$ cat config.mk
export PLATFORM = sky130hd
export DESIGN_NAME = rosc_harvester
export DESIGN_NICKNAME = d
export VERILOG_FILES = /design/src/rtl/rosc_harvester_pkg.sv /design/src/rtl/harvest_fifo.sv /design/src/rtl/rosc_harvester.sv
export SDC_FILE = /design/constraint.sdc
export NUM_CORES = 1
export LEC_CHECK = 0
export ABC_AREA = 0
export CAP_MARGIN = 20
export CORE_UTILIZATION = 45
export DETAILED_ROUTE_END_ITERATION = 8
export PLACE_DENSITY = 0.66
export SKIP_LAST_GASP = 1
export SYNTH_ARGS = -nofsm -noshare
export SYNTH_HDL_FRONTEND = slang
export SYNTH_SLANG_ARGS = --single-unit
$ cat constraint.sdc
create_clock -name clk -period 3.5 [get_ports clk]
set_input_delay 0.7 -clock clk [delete_from_list [all_inputs] [get_ports clk]]
set_output_delay 0.7 -clock clk [all_outputs]
set_load 0.01 [all_outputs]
$ cat src/rtl/rosc_harvester_pkg.sv
`default_nettype none
// =============================================================================
// Package  : rosc_harvester_pkg
// Brief    : Register map of the ring-oscillator entropy core and bus helpers.
// Revision : 1.0 - initial release
// =============================================================================
package rosc_harvester_pkg;

    // Shared with the entropy core; keep both sides identical.
    localparam logic [7:0] ADDR_STATUS      = 8'h09;
    localparam logic [7:0] ADDR_ENTROPY     = 8'h20;
    localparam logic [7:0] ADDR_NONE        = 8'h00;
    localparam int         STATUS_READY_BIT = 0;

    function automatic logic status_ready(input logic [31:0] status_word);
        return status_word[STATUS_READY_BIT];
    endfunction

endpackage
`default_nettype wire

$ cat src/rtl/harvest_fifo.sv
`default_nettype none
// =============================================================================
// Module   : harvest_fifo
// Brief    : Synchronous first-word-fall-through FIFO, DEPTH a power of 2 (>=2).
// Revision : 1.0 - initial release
// =============================================================================
module harvest_fifo #(
    parameter int WIDTH = 32,
    parameter int DEPTH = 4
) (
    input  logic             clk,
    input  logic             reset,
    input  logic             push,
    input  logic [WIDTH-1:0] push_data,
    input  logic             pop,
    output logic [WIDTH-1:0] pop_data,
    output logic             full,
    output logic             empty
);

    localparam int AW = (DEPTH > 1) ? $clog2(DEPTH) : 1;

    logic [WIDTH-1:0] r_mem [DEPTH];
    logic [AW-1:0]    r_wr_ptr;
    logic [AW-1:0]    r_rd_ptr;
    logic [AW:0]      r_count;
    logic             w_push;
    logic             w_pop;

    assign w_push = push && !full;
    assign w_pop  = pop && !empty;

    always_ff @(posedge clk) begin
        if (w_push) begin
            r_mem[r_wr_ptr] <= push_data;
        end
    end

    always_ff @(posedge clk or posedge reset) begin
        if (reset) begin
            r_wr_ptr <= '0;
            r_rd_ptr <= '0;
            r_count  <= '0;
        end else begin
            if (w_push) begin
                r_wr_ptr <= r_wr_ptr + AW'(1);
            end
            if (w_pop) begin
                r_rd_ptr <= r_rd_ptr + AW'(1);
            end
            case ({w_push, w_pop})
                2'b10:   r_count <= r_count + (AW+1)'(1);
                2'b01:   r_count <= r_count - (AW+1)'(1);
                default: r_count <= r_count;
            endcase
        end
    end

    assign full     = (r_count == (AW+1)'(DEPTH));
    assign empty    = (r_count == '0);
    // Head word is forced to zero while empty so stale storage never leaks out.
    assign pop_data = empty ? '0 : r_mem[r_rd_ptr];

endmodule
`default_nettype wire

$ cat src/rtl/rosc_harvester.sv
`default_nettype none
// =============================================================================
// Module   : rosc_harvester
// Brief    : Polls the ring-oscillator entropy core, health-tests and buffers words.
// Revision : 1.0 - initial release
// =============================================================================
module rosc_harvester #(
    parameter logic [15:0] POLL_CYCLES   = 16'h0100,
    parameter int          DISCARD_WORDS = 4,
    parameter int          REP_LIMIT     = 3,
    parameter int          FIFO_DEPTH    = 4
) (
    input  logic        clk,
    input  logic        reset,
    input  logic        enable,
    output logic        rosc_cs,
    output logic        rosc_we,
    output logic [7:0]  rosc_address,
    output logic [31:0] rosc_write_data,
    input  logic [31:0] rosc_read_data,
    input  logic        rosc_ready,
    output logic        out_valid,
    input  logic        out_ready,
    output logic [31:0] out_data,
    output logic        health_error
);

    import rosc_harvester_pkg::*;

    localparam int DW = (DISCARD_WORDS > 0) ? $clog2(DISCARD_WORDS + 1) : 1;
    localparam int RW = $clog2(REP_LIMIT + 1);
    localparam logic [RW-1:0] c_rep_trip = RW'(REP_LIMIT - 1);

    typedef enum logic [1:0] {
        ST_IDLE    = 2'd0,
        ST_WAIT    = 2'd1,
        ST_STATUS  = 2'd2,
        ST_ENTROPY = 2'd3
    } state_t;

    state_t         r_state;
    logic [15:0]    r_poll_ctr;
    logic           r_gap;
    logic           r_cap_valid;
    logic [31:0]    r_cap_word;
    logic [DW-1:0]  r_discard_ctr;
    logic [RW-1:0]  r_rep_ctr;
    logic [31:0]    r_last_word;
    logic           r_health_error;
    logic [RW-1:0]  w_rep_next;
    logic           w_push;
    logic           w_fifo_full;
    logic           w_fifo_empty;

    always_ff @(posedge clk or posedge reset) begin
        if (reset) begin
            r_state     <= ST_IDLE;
            r_poll_ctr  <= '0;
            r_gap       <= 1'b0;
            r_cap_valid <= 1'b0;
            r_cap_word  <= '0;
        end else begin
            r_cap_valid <= 1'b0;
            case (r_state)
                ST_IDLE: begin
                    // A word still waiting to be pushed may fill the FIFO or trip the health test.
                    if (enable && !r_health_error && !w_fifo_full && !r_cap_valid) begin
                        r_state    <= ST_WAIT;
                        r_poll_ctr <= POLL_CYCLES - 16'd1;
                    end
                end
                ST_WAIT: begin
                    if (!enable) begin
                        r_state <= ST_IDLE;
                    end else if (r_poll_ctr == 16'd0) begin
                        r_state <= ST_STATUS;
                    end else begin
                        r_poll_ctr <= r_poll_ctr - 16'd1;
                    end
                end
                ST_STATUS: begin
                    if (rosc_ready) begin
                        if (status_ready(rosc_read_data)) begin
                            r_state <= ST_ENTROPY;
                            r_gap   <= 1'b1;
                        end else begin
                            r_state    <= ST_WAIT;
                            r_poll_ctr <= POLL_CYCLES - 16'd1;
                        end
                    end
                end
                ST_ENTROPY: begin
                    // First ENTROPY cycle is the mandatory cs-low gap after the STATUS read.
                    if (r_gap) begin
                        r_gap <= 1'b0;
                    end else if (rosc_ready) begin
                        r_cap_valid <= 1'b1;
                        r_cap_word  <= rosc_read_data;
                        r_state     <= ST_IDLE;
                    end
                end
                default: r_state <= ST_IDLE;
            endcase
        end
    end

    always_comb begin
        rosc_cs      = 1'b0;
        rosc_address = ADDR_NONE;
        case (r_state)
            ST_STATUS: begin
                rosc_cs      = 1'b1;
                rosc_address = ADDR_STATUS;
            end
            ST_ENTROPY: begin
                if (!r_gap) begin
                    rosc_cs      = 1'b1;
                    rosc_address = ADDR_ENTROPY;
                end
            end
            default: ;
        endcase
    end

    assign rosc_we         = 1'b0;
    assign rosc_write_data = 32'h0;

    assign w_rep_next = r_rep_ctr + RW'(1);

    always_comb begin
        w_push = 1'b0;
        if (r_cap_valid && (r_discard_ctr == '0)) begin
            w_push = (r_cap_word != r_last_word) || (w_rep_next != c_rep_trip);
        end
    end

    always_ff @(posedge clk or posedge reset) begin
        if (reset) begin
            r_discard_ctr  <= DW'(DISCARD_WORDS);
            r_rep_ctr      <= '0;
            r_last_word    <= '0;
            r_health_error <= 1'b0;
        end else if (r_cap_valid) begin
            if (r_discard_ctr != '0) begin
                r_discard_ctr <= r_discard_ctr - DW'(1);
            end else if (r_cap_word == r_last_word) begin
                r_rep_ctr <= w_rep_next;
                if (w_rep_next == c_rep_trip) begin
                    r_health_error <= 1'b1;
                end
            end else begin
                r_rep_ctr   <= '0;
                r_last_word <= r_cap_word;
            end
        end
    end

    assign health_error = r_health_error;
    assign out_valid    = !w_fifo_empty;

    harvest_fifo #(
        .WIDTH (32),
        .DEPTH (FIFO_DEPTH)
    ) u_fifo (
        .clk       (clk),
        .reset     (reset),
        .push      (w_push),
        .push_data (r_cap_word),
        .pop       (out_ready),
        .pop_data  (out_data),
        .full      (w_fifo_full),
        .empty     (w_fifo_empty)
    );

endmodule
`default_nettype wire

== Word level (Yosys, flattened, before mapping) ==
Memories as Yosys holds them, arrays and structs flattened.
Index checks and enable logic that the tools add are counted.
W data, S select, Z words.
Operators by class
  add/sub/neg operators: 7
  equal/unequal tests: 19
  mux-type cells: 30
  bitwise gates (word level): 3
  reduce and logical (&&, ||, !) cells: 27
Operators by type and width (count)
  $mux W16: 5
  $pmux W16 S3: 1
  $eq A32 B32 Y1: 1
  $mux W32: 1
  $ne A32 B32 Y1: 1
  $ne A2 B2 Y1 const B: 9
  $logic_not A16 Y1: 1
  $mux W2: 8
  $sub A16 B1 Y16 const B: 1
  $pmux W6 S2: 1
  $mux W1: 9
  $reduce_and A3 Y1: 3
  $eq A2 B2 Y1 const B: 4
  $pmux W2 S4: 1
  $add A2 B1 Y2 const B: 3
  $logic_and A1 B1 Y1: 6
  $logic_not A3 Y1: 2
  $mux W6: 1
  $pmux W3 S2: 1
  $reduce_and A6 Y1: 1
  $reduce_bool A3 Y1: 2
  $sub A3 B1 Y3 const B: 2
  $reduce_and A5 Y1: 1
  $eq A2 B1 Y1 const B: 2
  11 further kinds: 19
Storage, ports and cells
  bits in registers: 97
  RAM bits: 128
  memories kept: 1
Memory list
  u_fifo.r_mem: depth 4, bits a word 32, rd ports 1, clocked after memory_dff 0, write ports 1, RTL line harvest_fifo.sv:23  | logic [WIDTH-1:0] r_mem [DEPTH];

== Logic depth before layout (Yosys ltp) ==
  word-level depth: 7
  mapped depth: 13
  mapped depth without buffers: 13

== By module ==
A second synthesis with hierarchy kept.
Second synthesis, totals
  cell total of the unflattened synthesis: 614
  area total of the unflattened synthesis: 9743.1 um^2
Modules (own cells, without submodules)
  harvest_fifo: instances 1, cells each 242, area each 5295.1 um^2, seq. area each 4018.9 um^2
  rosc_harvester: instances 1, cells each 372, area each 4448.0 um^2, seq. area each 2253.4 um^2

== Worst setup path after synthesis ==
No wires, ideal clock.
  kind: reg2reg
  start point: register r_discard_ctr[0]
  end point: memory u_fifo.r_mem[0][0] (enable)
  library setup time: 392 ps
  data arrival time: 2245 ps
  required time: 3108 ps
  path slack: 863 ps
  stages on the path, launching flop included: 8
  path buffers: 0
  clock period less this slack: 2637 ps
  cells stage by stage: dfrtp_1 > inv_1 > ha_1 > inv_1 > nor3b_1 > nand2_1 > a31oi_1 > and2_1
On the way
  longest elaborated chain between the ends: 6
Ends and longest elaborated chain
  start, declared: RTL line rosc_harvester.sv:46  | logic [DW-1:0] r_discard_ctr;
  start signal, assigned: RTL line rosc_harvester.sv:139  | r_discard_ctr <= DW'(DISCARD_WORDS);
  start signal, assigned: RTL line rosc_harvester.sv:145  | r_discard_ctr <= r_discard_ctr - DW'(1);
  $logic_not A3 Y1: RTL line rosc_harvester.sv:132  | if (r_cap_valid && (r_discard_ctr == '0)) begin
  $logic_and A1 B1 Y1: RTL line rosc_harvester.sv:132
  $mux W1: RTL line rosc_harvester.sv:132
  $logic_and A1 B1 Y1: RTL line harvest_fifo.sv:30  | assign w_push = push && !full;
  $mux W1: RTL line harvest_fifo.sv:34  | if (w_push) begin
  $mux W1 (implied by the code): RTL line harvest_fifo.sv:35  | r_mem[r_wr_ptr] <= push_data;
  end, declared: RTL line harvest_fifo.sv:23
Every way passes these cells.

== Worst setup path in the final report ==
  start point: register u_fifo.r_rd_ptr[0]
  end point: output out_data[29]
On the way
  longest elaborated chain between the ends: 2
Ends and longest elaborated chain
  start, declared: RTL line harvest_fifo.sv:25  | logic [AW-1:0] r_rd_ptr;
  start signal, assigned: RTL line harvest_fifo.sv:49  | r_rd_ptr <= r_rd_ptr + AW'(1);
  $mem_v2 Z4 W32
  $mux W32: RTL line harvest_fifo.sv:62  | assign pop_data = empty ? '0 : r_mem[r_rd_ptr];
  end, declared: RTL line rosc_harvester.sv:24  | output logic [31:0] out_data,
Every way passes these cells.

==> impl_metrics.ini <==
[detailed_routing]
vias_per_cell = 5.191
drtIter0Drc = 268
totalWireLength_um = 19280
dr.pass1.iters = 4
drc_errors = 0
ant_nets = 0
num_vias = 5217
routedWlPerCell_um = 19.18

[placed_design]
dpl.hpwl_um = 11790
place.gp.congestion = 0.7530
portBuffers = 74

[synthesis]
synth_fa_ha_area_share_pct = 1.349
yosysWarnings = 0
yosys-mux-area-fraction_pct = 16.18
synth_top_family_by_area = multiplexers
postSynthCellCount = 627
synth_flop_cell = edfxtp_1
ys_seq_area_share_pct = 63.80
synth_compound_area_share_pct = 2.940
synth-edff-count = 128
synth-simple-area-share_pct = 7.420
ys_types = 55
synth_largest_area_cell = edfxtp_1
synth_area_um2 = 9831
synth_area_per_cell_um2 = 15.68
yosysMostFrequentCell = edfxtp_1
synth_commonest_cells = 128 x edfxtp_1, 96 x dfrtp_1, 48 x mux2_2, 40 x buf_4, 39 x and2_1
synth_area_leaders = edfxtp_1 39%, dfrtp_1 24%, mux4_2 7.3%
synth_async_sr_flop_share_pct = 43.11
synth_xor_area_share_pct = 3.475
synth.ff_latch_count = 225
synth_top_area_share_pct = 39.10

[timing]
setup_violations = 0
period_minus_slack_ns = 3.305
hold_viol = 0
slew_headroom_pct = 43.01
finClkSkew_ns = 0.01879
maxSlewViolCount = 0
worst_slew_pin_slew_ns = 0.8530
rsz0062_at_grt = false
period_share_pct = 94.43
fin_setup_tns_ns = 0
holdWs_ns = 0.4775
max_freq_mhz = 302.6

[critical_path]
cp_max_fo = 14
rr_startpoint = r_cap_word[4]$_DFFE_PP0P_
start_kind = register
worst-endpoint-arrival_ns = 2.61
rr_worst_depth = 11
r2r-end = u_fifo.r_count[2]$_DFFE_PP0P_
end_kind = output port
critPathRequiredTime_ns = 2.80
rrSetupSlack_ns = 0.59
worst-setup-path-type = reg -> out

[floorplan]
ioPinCount = 113
placementRows = 53
dieArea_um2 = 22440
start_util_pct = 46.33
core_um2 = 21220
fp.dieH_um = 149.8
chipWidth_um = 149.8

[pwr]
power_density_nw_per_um2 = 648.1
p_leak_nw = 4.407
peakVddDrop_mv = 0.3827

[cts]
cts_setup_buffers = 0
cts_tree = yes
cts_hold_buf = 0
cts_inserted_buffers = 24
clk_latency_ns = 0.51
cts_sinks = 225
cts_root_buffer = clkbuf_16
cts.clk_slew.worst_paths_ns = 0.06
htree_levels = 1
cts_buffer_depth = 3
post_cts_resized = 0

[global_routing]
grt_pass1_wl_um = 30840
grt_overflow = 0
grt_max_degree = 44
first_global_vias = 5413
antenna_found_initial = 0
grt_use_total_pct = 18.10

[outcome]
status = completed

[worst_hold_path]
worstHoldPathCells = 1
worstHoldStart = r_discard_ctr[0]$_DFFE_PP0P_
hold_class = reg -> reg
holdPathEnd = r_discard_ctr[0]$_DFFE_PP0P_

[layout]
layout-drive-gt1-share_pct = 19.73
diodes = 0
areaGrowthSynthToFinish_pct = 18.11
final_net_count = 761

[run]
maxCapViolCount = 0
==> worst max-delay path by stage <==
stage | cells past startpoint | slack [ns] | startpoint | to
6_report | 4 | 0.19 | u_fifo.r_rd_ptr[0]$_DFFE_PP0P_ | out_data[29]
5_1_grt | 4 | 0.08 | u_fifo.r_rd_ptr[0]$_DFFE_PP0P_ | out_data[29]
3_3_place_gp | 11 | 0.60 | r_cap_word[4]$_DFFE_PP0P_ | u_fifo.r_count[2]$_DFFE_PP0P_
3_5_place_dp | 6 | 0.44 | rosc_ready | r_poll_ctr[5]$_DFFE_PP0P_
4_1_cts | 4 | 0.12 | u_fifo.r_rd_ptr[0]$_DFFE_PP0P_ | out_data[29]
2_1_floorplan | 1 | 0.27 | reset | health_error$_DFFE_PP0P_
==> per-layer routing <==
metal	track usage (%)	up-vias	part of all wire, %
met2	29.86	119	49
li1	-	2407	-
met1	25.24	2669	46
met4	4.545	0	1.4
met5	0	-	0
met3	2.683	22	4.4
==> stage by stage <==
step,instances,util (%),power (W),area (µm²),setup slack (ns)
finish,1005,54.72,0.007525,11610,0.1950
global route,1005,54.72,0.007882,11610,0.07602
detailed placement,963,50.94,0.005067,10810,0.4386
CTS,1005,54.72,0.007630,11610,0.1182
global placement,963,50.94,0.005039,10810,0.5965
floorplan,664,-,0.004176,9970,0.2679
==> area by class of cell <==
| cell class | count | area, µm² |
|---|---|---|
| fill | 1742 | 9609 |
| sequential | 225 | 6274 |
| multi-input combinational | 360 | 3237 |
| timing repair buffer | 88 | 895.9 |
| clock buffer | 32 | 671.9 |
| tap | 275 | 344.1 |
| clock inverter | 10 | 130.1 |
| inverter | 15 | 58.81 |
==> where the power goes <==
group,switching [W],internal [W],total [W]
clock network,0.000985,0.00157,0.00255
registers,0.000103,0.00284,0.00294
logic,0.000886,0.00115,0.00203
total,0.00197,0.00555,0.00752
==> cells by family after synthesis <==
| kind of cell | Yosys count |
|---|---|
| flip-flops | 225 |
| AND/OR/NAND/NOR | 122 |
| multiplexers | 110 |
| buffers and inverters | 79 |
| AO/OA/AOI/OAI | 41 |
| XOR/XNOR | 39 |
| adder cells (fa/ha/maj) | 10 |
| other | 1 |
==> registers in the layout, summed over array words and instances (netlist names) <==
register / count
u_fifo.r_rd_ptr: 2
r_state: 2
r_discard_ctr: 3
r_last_word: 32
r_cap_word: 32
r_gap: 1
health_error: 1
r_rep_ctr: 2
u_fifo.r_count: 3
r_cap_valid: 1
r_poll_ctr: 16
u_fifo.r_mem: 128
u_fifo.r_wr_ptr: 2
==> critical path: stages (launching register included) <==
cell,delay [ns]
dfrtp_2,0.67
buf_12,0.24
mux4_2,0.52
and2_1,0.17
clkdlybuf4s50_1,0.48
==> layout by cell type (no fill, tap or decap), types with 6 or more instances in the layout <==
cell type	netlist	layout
nand2b_1	14	14
a31oi_1	6	6
dfrtp_1	96	95
ha_1	9	9
nand4_1	9	9
buf_4	40	10
mux2_1	23	23
o21ai_0	6	6
edfxtp_1	128	128
mux4_2	32	32
nand2_1	26	26
xnor2_1	36	36
mux2_2	48	48
and2_1	39	39
mux2i_1	7	7
clkdlybuf4s50_1	0	74
inv_1	15	14
conb_1	1	38
clkbuf_16	0	25
Note: power is estimated with default switching activity, not from simulation.
